`src/rtl/riscv_pkg.sv`:
```
// Shared RISC-V core definitions: widths, canonical NOP, major opcodes and
// the fetch-stage state encoding.
package riscv_pkg;

  localparam int DEFAULT_XLEN = 32;

  localparam logic [6:0] OPC_R_TYPE = 7'b0110011;
  localparam logic [6:0] OPC_I_TYPE = 7'b0010011;
  localparam logic [6:0] OPC_LW     = 7'b0000011;
  localparam logic [6:0] OPC_SW     = 7'b0100011;
  localparam logic [6:0] OPC_BR     = 7'b1100011;
  localparam logic [6:0] OPC_JAL    = 7'b1101111;
  localparam logic [6:0] OPC_JALR   = 7'b1100111;

  // addi x0, x0, 0
  localparam logic [31:0] NOP_INSTR = {12'h000, 5'd0, 3'b000, 5'd0, OPC_I_TYPE};

  typedef enum logic [1:0] {
    BOOT = 2'd0,
    RUN  = 2'd1,
    HOLD = 2'd2
  } fetch_state_e;

endpackage

```
`src/rtl/fetch_stage_if.sv`:
```
// Instruction-memory request/response bundle between the fetch stage
// (master) and a synchronous-read instruction memory (slave).
interface fetch_stage_if #(
  parameter int XLEN = riscv_pkg::DEFAULT_XLEN
);
  logic            imem_req_o;
  logic [XLEN-1:0] imem_addr_o;
  logic [31:0]     imem_rdata_i;

  modport master (output imem_req_o, output imem_addr_o, input imem_rdata_i);
  modport slave  (input imem_req_o, input imem_addr_o, output imem_rdata_i);
endinterface

```
`src/rtl/if_id_skid.sv`:
```
// One-entry {pc, instr} holding buffer that catches the memory response
// which lands while the IF/ID register is stalled.
module if_id_skid #(
  parameter int XLEN = riscv_pkg::DEFAULT_XLEN
) (
  input  logic            clk,
  input  logic            rst_n,
  input  logic            load_i,
  input  logic            clear_i,
  input  logic [XLEN-1:0] pc_i,
  input  logic [31:0]     instr_i,
  output logic            valid_o,
  output logic [XLEN-1:0] pc_o,
  output logic [31:0]     instr_o
);

  logic            valid_q;
  logic [XLEN-1:0] pc_q;
  logic [31:0]     instr_q;

  // NOTE: sequential state uses non-blocking assignments only, so every
  // flop samples the pre-edge values regardless of block ordering.
  always_ff @(posedge clk or negedge rst_n) begin
    if (!rst_n) begin
      valid_q <= 1'b0;
      pc_q    <= '0;
      instr_q <= riscv_pkg::NOP_INSTR;
    end else if (clear_i) begin
      valid_q <= 1'b0;
    end else if (load_i) begin
      valid_q <= 1'b1;
      pc_q    <= pc_i;
      instr_q <= instr_i;
    end
  end

  assign valid_o = valid_q;
  assign pc_o    = pc_q;
  assign instr_o = instr_q;

endmodule

```
`src/rtl/fetch_stage.sv`:
```
// Instruction-fetch stage with IF/ID pipeline register: PC generation,
// one-cycle memory latency absorption under stall, and EX redirects.
module fetch_stage
  import riscv_pkg::*;
#(
  parameter int              XLEN     = DEFAULT_XLEN,
  parameter logic [XLEN-1:0] RESET_PC = '0
) (
  input  logic              clk,
  input  logic              rst_n,
  input  logic              stall_i,
  input  logic              redirect_i,
  input  logic [XLEN-1:0]   redirect_pc_i,
  fetch_stage_if.master     imem,
  output logic              id_valid_o,
  output logic [XLEN-1:0]   id_pc_o,
  output logic [XLEN-1:0]   id_pc_plus4_o,
  output logic [31:0]       id_instr_o,
  output logic [6:0]        id_opcode_o,
  output logic              misalign_o
);

  fetch_state_e    state_q;
  logic [XLEN-1:0] pc_q;
  logic            inflight_q;
  logic [XLEN-1:0] inflight_pc_q;
  logic            fetch_req;

  logic            id_valid_q;
  logic [XLEN-1:0] id_pc_q;
  logic [XLEN-1:0] id_pc_plus4_q;
  logic [31:0]     id_instr_q;
  logic [6:0]      id_opcode_q;
  logic            misalign_q;

  logic            id_load;
  logic            id_valid_d;
  logic [XLEN-1:0] id_pc_d;
  logic [31:0]     id_instr_d;

  logic            skid_load;
  logic            skid_clear;
  logic            skid_valid;
  logic [XLEN-1:0] skid_pc;
  logic [31:0]     skid_instr;

  assign fetch_req        = (state_q != BOOT) && !stall_i && !redirect_i;
  assign imem.imem_req_o  = fetch_req;
  assign imem.imem_addr_o = pc_q;

  // A response arriving under stall is parked; it is released (or flushed)
  // the first cycle the stall drops.
  assign skid_load  = !redirect_i && stall_i && inflight_q;
  assign skid_clear = redirect_i || (!stall_i && state_q == HOLD);

  if_id_skid #(.XLEN(XLEN)) u_skid (
    .clk     (clk),
    .rst_n   (rst_n),
    .load_i  (skid_load),
    .clear_i (skid_clear),
    .pc_i    (inflight_pc_q),
    .instr_i (imem.imem_rdata_i),
    .valid_o (skid_valid),
    .pc_o    (skid_pc),
    .instr_o (skid_instr)
  );

  // NOTE: every output of this block gets a default first, so no path can
  // leave a signal unassigned and infer a latch.
  always_comb begin
    id_load    = 1'b1;
    id_valid_d = 1'b0;
    id_pc_d    = id_pc_q;
    id_instr_d = NOP_INSTR;
    if (redirect_i) begin
      id_load = 1'b1;
    end else if (stall_i) begin
      id_load = 1'b0;
    end else if (state_q == HOLD) begin
      id_valid_d = 1'b1;
      id_pc_d    = skid_pc;
      id_instr_d = skid_instr;
    end else if (inflight_q) begin
      id_valid_d = 1'b1;
      id_pc_d    = inflight_pc_q;
      id_instr_d = imem.imem_rdata_i;
    end
  end

  always_ff @(posedge clk or negedge rst_n) begin
    if (!rst_n) begin
      state_q       <= BOOT;
      pc_q          <= RESET_PC;
      inflight_q    <= 1'b0;
      inflight_pc_q <= '0;
      id_valid_q    <= 1'b0;
      id_pc_q       <= '0;
      id_pc_plus4_q <= XLEN'(4);
      id_instr_q    <= NOP_INSTR;
      id_opcode_q   <= NOP_INSTR[6:0];
      misalign_q    <= 1'b0;
    end else begin
      inflight_q    <= fetch_req;
      inflight_pc_q <= pc_q;
      misalign_q    <= redirect_i && (redirect_pc_i[1:0] != 2'b00);

      if (redirect_i) begin
        pc_q <= {redirect_pc_i[XLEN-1:2], 2'b00};
      end else if (fetch_req) begin
        pc_q <= pc_q + XLEN'(4);
      end

      if (redirect_i) begin
        state_q <= (state_q == BOOT) ? BOOT : RUN;
      end else if (stall_i) begin
        if (inflight_q)            state_q <= HOLD;
        else if (state_q == BOOT)  state_q <= RUN;
      end else begin
        state_q <= RUN;
      end

      if (id_load) begin
        id_valid_q    <= id_valid_d;
        id_pc_q       <= id_pc_d;
        id_pc_plus4_q <= id_pc_d + XLEN'(4);
        id_instr_q    <= id_instr_d;
        id_opcode_q   <= id_instr_d[6:0];
      end
    end
  end

  // Depth one suffices only because no request issues while parked.
  assert property (@(posedge clk) disable iff (!rst_n)
                   !(inflight_q && state_q == HOLD));
  assert property (@(posedge clk) disable iff (!rst_n)
                   (state_q == HOLD) == skid_valid);

  assign id_valid_o    = id_valid_q;
  assign id_pc_o       = id_pc_q;
  assign id_pc_plus4_o = id_pc_plus4_q;
  assign id_instr_o    = id_instr_q;
  assign id_opcode_o   = id_opcode_q;
  assign misalign_o    = misalign_q;

endmodule

```
`src/flat_wrapper.sv`:
```
// flat-port wrapper written by rule: the top's interface ports become plain ports
module fetch_stage_flat import riscv_pkg::*;
#(
  parameter int              XLEN     = DEFAULT_XLEN,
  parameter logic [XLEN-1:0] RESET_PC = '0
)
  (clk, rst_n, stall_i, redirect_i, redirect_pc_i, id_valid_o, id_pc_o, id_pc_plus4_o, id_instr_o, id_opcode_o, misalign_o, imem_imem_req_o, imem_imem_addr_o, imem_imem_rdata_i);
  fetch_stage_if #(.XLEN(XLEN)) imem_i ();
  input  logic clk;
  input  logic rst_n;
  input  logic stall_i;
  input  logic redirect_i;
  input  logic [XLEN-1:0] redirect_pc_i;
  output logic id_valid_o;
  output logic [XLEN-1:0] id_pc_o;
  output logic [XLEN-1:0] id_pc_plus4_o;
  output logic [31:0] id_instr_o;
  output logic [6:0] id_opcode_o;
  output logic misalign_o;
  output wire logic [$bits(imem_i.imem_req_o)-1:0] imem_imem_req_o;
  output wire logic [$bits(imem_i.imem_addr_o)-1:0] imem_imem_addr_o;
  input wire logic [$bits(imem_i.imem_rdata_i)-1:0] imem_imem_rdata_i;
  assign imem_imem_req_o = imem_i.imem_req_o;
  assign imem_imem_addr_o = imem_i.imem_addr_o;
  assign imem_i.imem_rdata_i = imem_imem_rdata_i;
  fetch_stage #(.XLEN(XLEN), .RESET_PC(RESET_PC)) u_core (.clk(clk), .rst_n(rst_n), .stall_i(stall_i), .redirect_i(redirect_i), .redirect_pc_i(redirect_pc_i), .imem(imem_i), .id_valid_o(id_valid_o), .id_pc_o(id_pc_o), .id_pc_plus4_o(id_pc_plus4_o), .id_instr_o(id_instr_o), .id_opcode_o(id_opcode_o), .misalign_o(misalign_o));
endmodule
```
`config.mk`:
```
export PLATFORM = sky130hd
export DESIGN_NAME = fetch_stage_flat
export DESIGN_NICKNAME = d
export VERILOG_FILES = /design/src/rtl/riscv_pkg.sv /design/src/rtl/fetch_stage_if.sv /design/src/rtl/if_id_skid.sv /design/src/rtl/fetch_stage.sv /design/src/flat_wrapper.sv
export SDC_FILE = /design/constraint.sdc
export NUM_CORES = 1
export LEC_CHECK = 0
export ABC_AREA = 1
export CAP_MARGIN = 30
export CORE_MARGIN = 2
export CORE_UTILIZATION = 50
export CTS_BUF_LIST = sky130_fd_sc_hd__clkbuf_8
export CTS_CLUSTER_DIAMETER = 80
export DETAILED_ROUTE_END_ITERATION = 16
export GPL_TIMING_DRIVEN = 0
export HOLD_SLACK_MARGIN = 0.06
export PLACE_DENSITY = 0.75
export RECOVER_POWER = 100
export SLEW_MARGIN = 30
export SYNTH_ARGS = -nofsm -noshare
export SYNTH_HDL_FRONTEND = slang
export SYNTH_SLANG_ARGS = --single-unit
```
`constraint.sdc`:
```
create_clock -name clk -period 2.67 [get_ports clk]
set_input_delay 0.267 -clock clk [delete_from_list [all_inputs] [get_ports clk]]
set_output_delay 0.267 -clock clk [all_outputs]
set_load 0.05 [all_outputs]
```
Word-level counts from Yosys, hierarchy flattened
Cells that the tools add are included.

ROM bits: 0. RAM bits: 0. Output and inout bits: 138. Word-level logic and storage cells: 52. Bits of input ports: 68. Memories: 0. Bits in latches: 0. Register bits: 236.

Muxes and demuxes: 21. Shifts and indexed selects: 0. Order comparisons: 0. Eq/ne operators: 2. $mul: 0. Bitwise gates (word level): 1. Div/mod/pow operators: 0. Add/sub/neg operators: 2. Reductions and logical operators: 14.

Operators by type and width (number): 2-to-1 mux 32 bit (10); adder 32 x 3 -> 32 bit, second input constant (2); 2-to-1 mux 2 bit (4); 2-to-1 mux 1 bit (7); logical AND 1 bit (6); nonzero test 2 bit (3); != test 4 x 1 -> 1 bit, second input constant (1); equality test 2 bit, second input constant (1); zero test 1 bit (2); zero test 2 bit (1); AND reduction 2 bit (1); logical OR 1 bit (1); inverter 1 bit (1).

Depth between registers and ports, before layout
Gate-level depths: netlist (run 1).

Depth in word-level cells: 5. Mapped depth: 19. Depth with buffers taken out: 16.

Modules after synthesis
From an unflattened synthesis (run 1), not the netlist that was laid out.

Cells, all modules: 1423. Area, all modules: 11095.6 µm².

By module, submodules not included: fetch_stage (times used 1, sequential area each 3983.8 µm², area an instance 8483.1 µm², cells each 1141); if_id_skid (times used 1, sequential area each 1630.3 µm², area an instance 2612.5 µm², cells each 282).

Worst setup path before layout (run 1)
Ideal clock, no wire load.

Path kind: reg-to-reg. From: reg u_core.state_q[0]. To: reg u_core.id_pc_plus4_q[16], in the netlist u_core.id_pc_plus4_o[16]. Arrival: 2.029 ns. Slack: 0.523 ns. Period minus slack after synthesis: 2.147 ns. Cell stages (with the launch flop): 15. Setup time: 0.118 ns. Path buffers: 0. Required time: 2.552 ns. Cells stage by stage: dfrtp_1 -> inv_2 -> nand2_4 -> a21oi_2 -> nand2_1 -> nand2_2 -> ha_1 -> nand3_1 -> nor2_2 -> nand2_1 -> nor2_4 -> nand2_1 -> xor2_1 -> nand2_1 -> nand2_1.

Cells in the longest elaborated chain, start to end: 5.

Ends and longest elaborated chain: start, declared (RTL line fetch_stage.sv:23) `fetch_state_e state_q;`; start signal, assigned (RTL line fetch_stage.sv:114) `state_q <= (state_q == BOOT) ? BOOT : RUN;`; equality test 2 bit (RTL line fetch_stage.sv:79) `end else if (state_q == HOLD) begin`; 2-to-1 mux 32 bit (RTL line fetch_stage.sv:79); 2-to-1 mux 32 bit (RTL line fetch_stage.sv:77) `end else if (stall_i) begin`; 2-to-1 mux 32 bit (RTL line fetch_stage.sv:75) `if (redirect_i) begin`; via u_core.id_pc_d[2] (RTL line fetch_stage.sv:38) `logic [XLEN-1:0] id_pc_d;`; adder 32 x 3 -> 32 bit (RTL line fetch_stage.sv:125) `id_pc_plus4_q <= id_pc_d + XLEN'(4);`; end signal, assigned (RTL line fetch_stage.sv:125); end, declared (RTL line fetch_stage.sv:31) `logic [XLEN-1:0] id_pc_plus4_q;`.

The timed path passes the listed nets, and every way through them passes these cells. A chain may end at the register's enable or synchronous reset.

Worst setup path in the final report (run 1)
From: reg u_core.state_q[1]. To: out imem_imem_req_o.

Cells in the longest elaborated chain, start to end: 3.

Ends and longest elaborated chain: nonzero test 2 bit (RTL line fetch_stage.sv:47) `assign fetch_req = (state_q != BOOT) && !stall_i && !redirect_i;`; logical AND 1 bit (2 in a row) (RTL line fetch_stage.sv:47); end, declared (RTL line flat_wrapper.sv:20) `output wire logic [$bits(imem_i.imem_req_o)-1:0] imem_imem_req_o;`.

No other way between the ends.

==> reports/results.ini, run 1 <==
[timing]
final-setup-viol-count=0
finalSetupTns_ps=0
rsz0062_at_grt=no
clock_skew_ps=25.1
hold_viol=0
period_minus_slack_ps=2600
fmax_ghz=0.384
drv_slew=0
maxSlewHeadroom_pct=17.6
timing.final.crit_share_pct=97.5
worst_pin_slew_ps=1240

[yosys]
muxShareOfSynthArea_pct=2.78
synthDistinctLibCells=44
syn_area_um2=10900
synth.area.top_cells=dfrtp_1 (49%), nand2_1 (15%), o21ai_0 (5.0%)
synth_area_per_cell_um2=7.97
yosys_most_used_dff=dfrtp_1
yosys.area_share.adder_pct=0.229
synth_top_area_cell=dfrtp_1
yosysSeqAreaShare_pct=50.4
synthArstFlopShare_pct=100
netlist_instances=1374
synth_edf_count=0
synth_most_common_cell=nand2_1
synth-seq-cells=220
synth-simple-area-share_pct=26.4
ys.warnings.count=0
synth_compound_area_share_pct=9.74
synth_top_family_by_area=simple AND/OR/NAND/NOR gates
synthTopCellsByCount=nand2_1 (436), dfrtp_1 (213), inv_1 (122)
synth-xor-area-share_pct=1.92
synth_top_area_share_pct=48.7

[power]
p_per_area_nw_per_um2=787
pwr-share-clk_pct=26.9
combPwrFrac_pct=33.1
power_frac_seq_pct=40.0
switching_share_pct=39.0
switching_power_mw=4.36
p_int_mw=6.82
power.leakage_nw=6.97
ir_drop_v=0.000368

[final_layout]
drive_gt1_share_pct=10.4
final_cell_area_um2=14200
area_delta_synth_final_pct=29.8
final_nets=1696
fin_util_pct=65.7
antenna_cells=0
fill_cells=1852

[global_routing]
met1_usage_pct=38.4
grt_pass1_vias=9952
grt_pass1_wl_mm=51.9
grt-ovfl-total=0
globalRouteTotalUtil_pct=27.6
grt_use_met2_pct=44.7
antenna_found_initial=0
gr-max-usage-layer=met2
use_met3_pct=3.91
grt_start_max_net_pins=79

[routing]
wire_per_inst_um=16.7
drc=0
via_per_inst=5.28
ant_nets=0
num_vias=10200
drtIter0Drc=750
wl_mm=32.2
firstDrtPassIters=5

[placement]
place_area_um2=13400
gp_congestion=0.920
portBuffers=202
hpwlAfterDp_mm=24.2

[worst_setup_path]
crit_start=u_core.state_q[1]$_DFFE_PN0P_
crit_arrival_ps=2340
crit_required_ps=2400
path_cells=buf_2 > nor2_1 > nor2_4 > dlygate4sd2_1
slowest_delay_ps=600
regToRegSetupSlack_ps=110
crit_type=register to output port
start_kind=register
cp-end-kind=output port
cp_max_fo=11
crit_slowest_cell=dlygate4sd2_1
r2r-start=u_core.state_q[1]$_DFFE_PN0P_

[clock_tree]
numCtsBuffers=37
clk_path_buf_depth=3
clk_root_buffer_cell=clkbuf_8
cts.sinks=220
cts_tree=yes
clock_latency_ps=530
htree_levels=2
clk_pin_slew_ps=60

[worst_hold_path]
hold_path_class=input port to register
min_from=redirect_i

[floorplanning]
die_width_um=152
core_area_um2=21600
ioPinCount=206
die_y_um=152
die_area_um2=23100
start_util_pct=50.6
rows=54

[flow_run]
max-cap-violations=0

[status]
status=completed

==> layout by cell type, fill, tap and decap left out, types with 5 or more instances in the layout <==
| cell | count |
|---|---|
| nand2_1 | 436 |
| dfrtp_1 | 211 |
| inv_1 | 143 |
| dlygate4sd3_1 | 137 |
| o21ai_0 | 110 |
| nor2_1 | 101 |
| nand3_1 | 87 |
| clkdlybuf4s50_1 | 64 |
| clkbuf_8 | 47 |
| a21oi_1 | 46 |
| clkbuf_1 | 39 |
| mux2_2 | 27 |
| buf_4 | 21 |
| xor2_1 | 18 |
| nand4_1 | 15 |
| nor3_1 | 14 |
| inv_2 | 9 |
| nand2_2 | 9 |
| buf_2 | 9 |
| o22ai_1 | 8 |
| o211ai_1 | 8 |
| nor2_4 | 8 |
| a31oi_1 | 7 |
| dfstp_2 | 7 |
| xnor2_1 | 6 |
| buf_6 | 6 |
| o31ai_1 | 5 |
| nor2_2 | 5 |
==> cell families (layout without fill, tap and decap cells) <==
family / count (synthesis) / after routing
other: 1 / 2
AND/OR/NAND/NOR: 690 / 690
adder cells (fa/ha/maj): 2 / 2
XOR/XNOR: 24 / 24
multiplexers: 27 / 27
buffers and inverters: 213 / 490
AO/OA/AOI/OAI: 197 / 197
flip-flops: 220 / 220
==> registers in the layout (all words and copies together) (netlist names) <==
name and flops:
u_core.u_skid.instr_o 32, u_core.id_pc_plus4_o 31, u_core.id_pc_o 30, u_core.imem.imem_addr_o 30
u_core.inflight_pc_q 30, u_core.u_skid.pc_o 30, u_core.id_instr_o 26, u_core.id_opcode_o 6
u_core.state_q 2, u_core.id_valid_o 1, u_core.inflight_q 1, u_core.misalign_o 1
==> power by group through the flow <==
stage	sequential [mW]	clock, mW	combinational (mW)
final	4.47	3.01	3.70
after global routing	4.55	3.23	3.98
after CTS	4.47	3.07	3.81
after detailed placement	4.53	0	3.79
after global placement	4.51	0	3.72
after floorplan	5.59	0	1.34
==> critical path: cells and delay by family, from the launching register on <==
| kind | cells | cell delay (ps) |
|---|---|---|
| buffers and inverters | 2 | 880 |
| flip-flops | 1 | 430 |
| AND/OR/NAND/NOR | 2 | 490 |
==> per-stage QoR <==
stage	hold WS [ps]	std cells	power (mW)	worst slack, ps
final	120	1932	11.2	66.1
after global routing	135	1932	11.8	26.8
after CTS	89.8	1927	11.4	2.15
after detailed placement	191	1860	8.32	-326
after global placement	390	1857	8.23	-7940
after floorplan	-28.6	1375	6.93	523
==> worst paths after layout <==
| kind | to | cells past startpoint |
|---|---|---|
| min in group asynchronous | u_core.u_skid.instr_o[25]$_DFFE_PN0P_ | 2 |
| worst max-delay path | imem_imem_req_o | 4 |
| worst min register to register | u_core.inflight_pc_q[30]$_DFF_PN0_ | 0 |
| worst max register to register | u_core.id_opcode_o[4]$_DFFE_PN1P_ | 8 |
| max in group asynchronous | u_core.id_pc_plus4_o[28]$_DFFE_PN0P_ | 4 |
| worst min-delay path | u_core.imem.imem_addr_o[29]$_DFFE_PN0N_ | 3 |
==> final cells by class <==
| type | instances | area [um^2] | share of cell area (%) |
|---|---|---|---|
| Multi-Input combinational cell | 942 | 4530 | 31.9 |
| Clock inverter | 18 | 101 | 0.714 |
| Clock buffer | 47 | 647 | 4.55 |
| Tap cell | 280 | 350 | 2.47 |
| Inverter | 139 | 522 | 3.67 |
| Sequential cell | 220 | 5520 | 38.8 |
| Buffer | 74 | 400 | 2.82 |
| Timing Repair Buffer | 212 | 2130 | 15.0 |
==> per-layer routing <==
layer,vias to the layer above,part of all wire [%]
met5,-,0
met4,0,2.4
met3,56,6.0
met2,425,47
met1,4824,44
li1,4896,-
==> timing repair <==
item / 4_1_cts / 5_1_grt
endpoints found under the setup margin: 8 / 11
setup buffers: 1 / 5
hold endpoints to repair: 137 / 0
pin swaps: 1 / 3
resized for setup: 5 / 7
hold buffers: 1 / 0
No activity file was read; power rests on OpenSTA's default activity.
==> inputs of run 2 (changes only) <==
--- a/config.mk
+++ b/config.mk
@@ -19,4 +19,5 @@
 export SLEW_MARGIN = 30
 export SYNTH_ARGS = -nofsm -noshare
 export SYNTH_HDL_FRONTEND = slang
+export SYNTH_HIERARCHICAL = 1
 export SYNTH_SLANG_ARGS = --single-unit
==> reports/results.ini, run 2 <==
[status]
status=complete, but fails checks  ; was completed
violations=max-capacitance violations, max-slew violations

[final_layout]
fill_cells=1889  ; was 1852
instances_no_fill=1989  ; was 1932
drive_gt1_share_pct=9.77  ; was 10.4%
area_delta_synth_final_pct=29.5  ; was 29.8%
final_nets=1749  ; was 1696
antenna_cells=0  ; unchanged
layout_common_cells=nand2_1 (558), dfrtp_1 (214), nand3_1 (189)  ; was nand2_1 (436), dfrtp_1 (211), inv_1 (143)
final_common_cell=nand2_1  ; unchanged

[routing]
drc=0  ; unchanged
wl_mm=32.8  ; was 32.2 mm
via_per_inst=5.24  ; was 5.28
wire_per_inst_um=16.5  ; was 16.7 um
drtIter0Drc=770  ; was 750
firstDrtPassIters=6  ; was 5
ant_nets=0  ; unchanged
num_vias=10400  ; was 10200

[clock_tree]
numCtsBuffers=39  ; was 37
clock_latency_ps=550  ; was 530 ps
cts.sinks=223  ; was 220
clk_pin_slew_ps=60  ; about the same
clk_root_buffer_cell=clkbuf_8  ; unchanged
clk_path_buf_depth=3  ; unchanged
htree_levels=2  ; unchanged
cts_tree=yes  ; unchanged

[worst_setup_path]
start_kind=input port  ; was register
cp_max_fo=11  ; unchanged
cp-end-kind=output port  ; unchanged
crit_arrival_ps=2320  ; was 2340 ps
r2r_cells=15  ; was 8
crit_type=input port to output port  ; was register to output port
crit_required_ps=2400  ; about the same

[timing]
setup_slack_ps=82.4  ; was 66.1 ps
rsz0062_at_grt=no  ; unchanged
fmax_ghz=0.386  ; was 0.384 GHz
final-setup-viol-count=0  ; unchanged
drv_slew=63  ; was 0
finalSetupTns_ps=0  ; unchanged
maxSlewHeadroom_pct=-4.50  ; was 17.6%
hold_viol=0  ; unchanged
timing.final.crit_share_pct=96.9  ; was 97.5%
worst_pin_slew_ps=1570  ; was 1240 ps
clock_skew_ps=29.9  ; was 25.1 ps
period_minus_slack_ps=2590  ; was 2600 ps

[yosys]
netlist_instances=1420  ; was 1374
synth_area_per_cell_um2=7.79  ; was 7.97 um^2
ys.warnings.count=6  ; was 0
syn_area_um2=11100  ; was 10900 um^2

[floorplanning]
start_util_pct=50.9  ; was 50.6%
ioPinCount=206  ; unchanged
rows=54  ; unchanged
die_area_um2=23300  ; was 23100 um^2
die_width_um=153  ; was 152 um
die_y_um=153  ; was 152 um
core_area_um2=21800  ; was 21600 um^2

[power]
combPwrFrac_pct=32.6  ; was 33.1%
power.leakage_nw=7.26  ; was 6.97 nW
power_frac_seq_pct=39.1  ; was 40.0%
switching_power_mw=4.61  ; was 4.36 mW
total_power_mw=11.7  ; was 11.2 mW
pwr-share-clk_pct=28.3  ; was 26.9%
ir_drop_v=0.000391  ; was 0.000368 V
p_per_area_nw_per_um2=814  ; was 787 nW/um^2
switching_share_pct=39.5  ; was 39.0%
p_int_mw=7.05  ; was 6.82 mW

[global_routing]
grt_pass1_wl_mm=53.0  ; was 51.9 mm
gr-max-usage-layer=met2  ; unchanged
grt-ovfl-total=0  ; unchanged
grt_use_met2_pct=44.1  ; was 44.7%
use_met3_pct=4.66  ; was 3.91%
globalRouteTotalUtil_pct=28.1  ; was 27.6%
antenna_found_initial=0  ; unchanged
met1_usage_pct=39.6  ; was 38.4%
grt_pass1_vias=10000  ; was 9952
grt_start_max_net_pins=90  ; was 79

[worst_hold_path]
hold_path_class=input port to register  ; unchanged
holdPathStages=3  ; unchanged

[placement]
placed_cells=1907  ; was 1860
pre_cts_slack_ps=-662  ; was -326 ps
hpwlAfterDp_mm=24.0  ; was 24.2 mm
gp_congestion=0.914  ; was 0.920
portBuffers=202  ; unchanged

[flow_run]
max-cap-violations=1  ; was 0

==> run 2: path summary, 6_finish.rpt <==
kind,to,startpoint,slack [ps]
worst min register to register,u_core/inflight_pc_q[27]$_DFF_PN0_,u_core/imem.imem_addr_o[27]$_DFFE_PN0N_,470
worst min-delay path,u_core/misalign_o$_DFF_PN0_,redirect_pc_i[0],300
min in group asynchronous,u_core/u_skid/instr_o[28]$_DFFE_PN0P_,rst_n,680
worst max-delay path,imem_imem_req_o,redirect_i,80
max in group asynchronous,u_core/id_pc_o[21]$_DFFE_PN0P_,rst_n,510
worst max register to register,u_core/id_pc_plus4_o[14]$_DFFE_PN0P_,u_core/state_q[0]$_DFFE_PN0P_,110
==> run 2: worst max-delay path: stages <==
cell and delay [ps]:
clkbuf_1 530, inv_1 220, nand2_1 300, buf_4 250, nor2_1 100, buf_4 200, buf_4 210, clkbuf_4 220
==> run 2: final cells by class <==
class | count | area [um^2] | area share (%)
inverter | 118 | 447 | 3.12
multi-input combinational | 1010 | 4550 | 31.7
clock inverter | 21 | 148 | 1.03
buffer | 72 | 443 | 3.09
sequential | 223 | 5590 | 39.0
tap | 280 | 350 | 2.45
timing repair buffer | 215 | 2110 | 14.7
clock buffer | 50 | 688 | 4.80
==> run 2: repair_timing <==
| action | in CTS | in global routing |
|---|---|---|
| setup buffers | 0 | 10 |
| pin swaps | 1 | 4 |
| gates resized for setup | 12 | 10 |
| hold endpoints to repair | 60 | 0 |
| hold buffers | 1 | 0 |
| setup endpoints to repair | 54 | 71 |
==> run 2: layer usage <==
metal,vias to the layer above,wire length (um)
met5,-,0
met4,0,979
met3,67,2320
met2,448,15400
met1,4876,14100
li1,5032,-
==> run 2: stage by stage <==
| step | area [um^2] | hold WS [ps] | util (%) |
|---|---|---|---|
| 2_1_floorplan | 11100 | -28.6 | - |
| 3_3_place_gp | 13400 | 443 | 61.8 |
| 3_5_place_dp | 13500 | 253 | 62.1 |
| 4_1_cts | 14400 | 171 | 66.0 |
| 5_1_grt | 14300 | 301 | 65.8 |
| 6_report | 14300 | 296 | 65.8 |
==> run 2: power groups by stage <==
stage / clock network [mW] / registers (mW) / logic (mW)
2_1_floorplan: 0 / 5.75 / 1.32
4_1_cts: 3.36 / 4.57 / 3.95
3_5_place_dp: 0 / 4.62 / 3.92
5_1_grt: 3.51 / 4.66 / 4.10
3_3_place_gp: 0 / 4.61 / 3.86
6_report: 3.30 / 4.56 / 3.80
==> patch: new RTL, flow settings as in run 1 <==
Re-encode `fetch_state_e` (3 states) as one-hot, 3 bits wide.
--- a/src/rtl/riscv_pkg.sv
+++ b/src/rtl/riscv_pkg.sv
@@ -15,10 +15,10 @@
   // addi x0, x0, 0
   localparam logic [31:0] NOP_INSTR = {12'h000, 5'd0, 3'b000, 5'd0, OPC_I_TYPE};
 
-  typedef enum logic [1:0] {
-    BOOT = 2'd0,
-    RUN  = 2'd1,
-    HOLD = 2'd2
+  typedef enum logic [2:0] {
+    BOOT = 3'b001,
+    RUN  = 3'b010,
+    HOLD = 3'b100
   } fetch_state_e;
 
 endpackage
Formal check against the unedited RTL: same outputs for any inputs over 4 cycles, from zero or initial values and one cycle with rst_n low; so few cycles prove little.
==> patch against run 1 <==
The flow now finishes with violations (max-capacitance violations, max-slew violations). Area after synthesis fell by 0.69%. Worst setup slack better by 0.079 ns. Power down 7.8%. Global-route usage barely moved. Routed wire length is 4.4% lower. Clock skew is essentially flat. Critical endpoint unchanged. Sequential cell count rose by 1. Final area fell by 0.63%. Worst hold slack better by 0.18 ns. Fmax grew 3.1%. Register-to-register slack gained 0.04 ns. Sequential power shrank 4.7%.
==> patch: results (changes against run 1) <==
* Vias in the first global route at 9574 (was 9952)
* Critical register-to-register path startpoint: u_core.state_q[0] (was u_core.state_q[1])
* Share of cells above drive strength 1 at 9.16% (was 10.4%)
* Count of input and output buffers at 203 (was 202)
* Register-to-Register Setup Slack at 0.15 ns (was 0.11 ns)
* Avg Inst Size Synth at 7.98 sq um (was 7.97 sq um)
* Initial drt markers at 695 (was 750)
* CTS Buf Count at 38 (was 37)
* Slew at the pin closest to its max-slew limit at 1.73 ns (was 1.24 ns)
* Worst flop-to-flop path endpoint: u_core.id_pc_plus4_o[10] (was u_core.id_opcode_o[4])
* Final-layout worst hold slack at 0.298 ns (was 0.120 ns)
* Cell count after placement at 1844 (was 1860)
* Crit path max fanout at 10 (was 11)
* Post-synthesis share of cell area spent on full adders, half adders and majority gates at 0.230% (was 0.229%)
* Post-place instance area at 13300 sq um (was 13400 sq um)
* Count of maximum capacitance violations at 1 (was 0)
* Fill count at 1797 (was 1852)
* Violations in the final reports: max-capacitance violations, max-slew violations
* Multiplexer share of the synthesized area at 0% (was 2.78%)
* Result of the run: complete, but fails checks (was complete, no violations)
* Slew Limit Fails at 25 (was 0)
* Met3 track demand over resource in global routing at 4.34% (was 3.91%)
* Flip-flop and latch area at 5540 sq um (was 5520 sq um)
* Routed WL per cell at 16.1 um (was 16.7 um)
* Pre-CTS setup slack at -0.820 ns (was -0.326 ns)
* WL met2 at 14.3 mm (was 15.2 mm)
* Endpoint of the worst hold path: u_core.misalign_o (was u_core.imem.imem_addr_o[29])
* Count of cells along the worst register-to-register path at 13 (was 8)
* Synth Area in Compound Gates at 9.80% (was 9.74%)
* Clk_skew at 0.0255 ns (was 0.0251 ns)
* Delay contributed by the slowest stage of the critical path at 0.45 ns (was 0.60 ns)
* Pin count of the biggest net entering global routing at 77 (was 79)
* Half-perimeter wire length after placement at 22.8 mm (was 24.2 mm)
* Wire length of the first global-routing pass at 49.4 mm (was 51.9 mm)
[patch: cell count changes after synthesis, moves of 12 or more]
cell                       change
sky130_fd_sc_hd__nor2_1       -12
sky130_fd_sc_hd__nand2_1      +26
sky130_fd_sc_hd__nand3b_1     +20
sky130_fd_sc_hd__o21ai_1      +12
sky130_fd_sc_hd__mux2_2       -27
sky130_fd_sc_hd__inv_1        +12
sky130_fd_sc_hd__a22o_1       +29
sky130_fd_sc_hd__a21oi_1      -37
[patch: report_power, final]
group          switching [uW]  leakage, uW  internal, uW  total (uW)
Sequential                384      0.00274          3870        4260
Combinational            1990      0.00352           980        2970
Clock                    1360     0.000438          1720        3080
Total                    3740      0.00670          6570       10300
[patch: final cells by class]
cell class	instances	share of cell area, %
Clock buffer	48	4.68
Multi-Input combinational cell	927	31.3
Tap cell	275	2.44
Clock inverter	19	0.789
Timing Repair Buffer	209	15.0
Buffer	69	2.56
Sequential cell	221	39.3
Inverter	145	3.94
[patch: worst max path at each step]
stage | from | to | slack [ns] | cells past startpoint
finish | u_core.state_q[2] | imem_imem_req_o | 0.15 | 8
global placement | rst_n | u_core.id_pc_o[29] | -7.90 | 1
detailed placement | redirect_i | imem_imem_req_o | -0.82 | 8
CTS | u_core.state_q[1] | u_core.id_pc_plus4_o[24] | 0.01 | 15
global route | u_core.state_q[0] | u_core.id_pc_plus4_o[24] | 0.01 | 13
floorplan | u_core.imem.imem_addr_o[2] | u_core.imem.imem_addr_o[28] | 0.44 | 11
[patch: repair_timing]
item	CTS	global route
hold buffers	1	0
hold endpoints to repair	168	0
resized for setup	6	6
buffers inserted	1	1
setup endpoints to repair	2	10
pin swaps	1	2
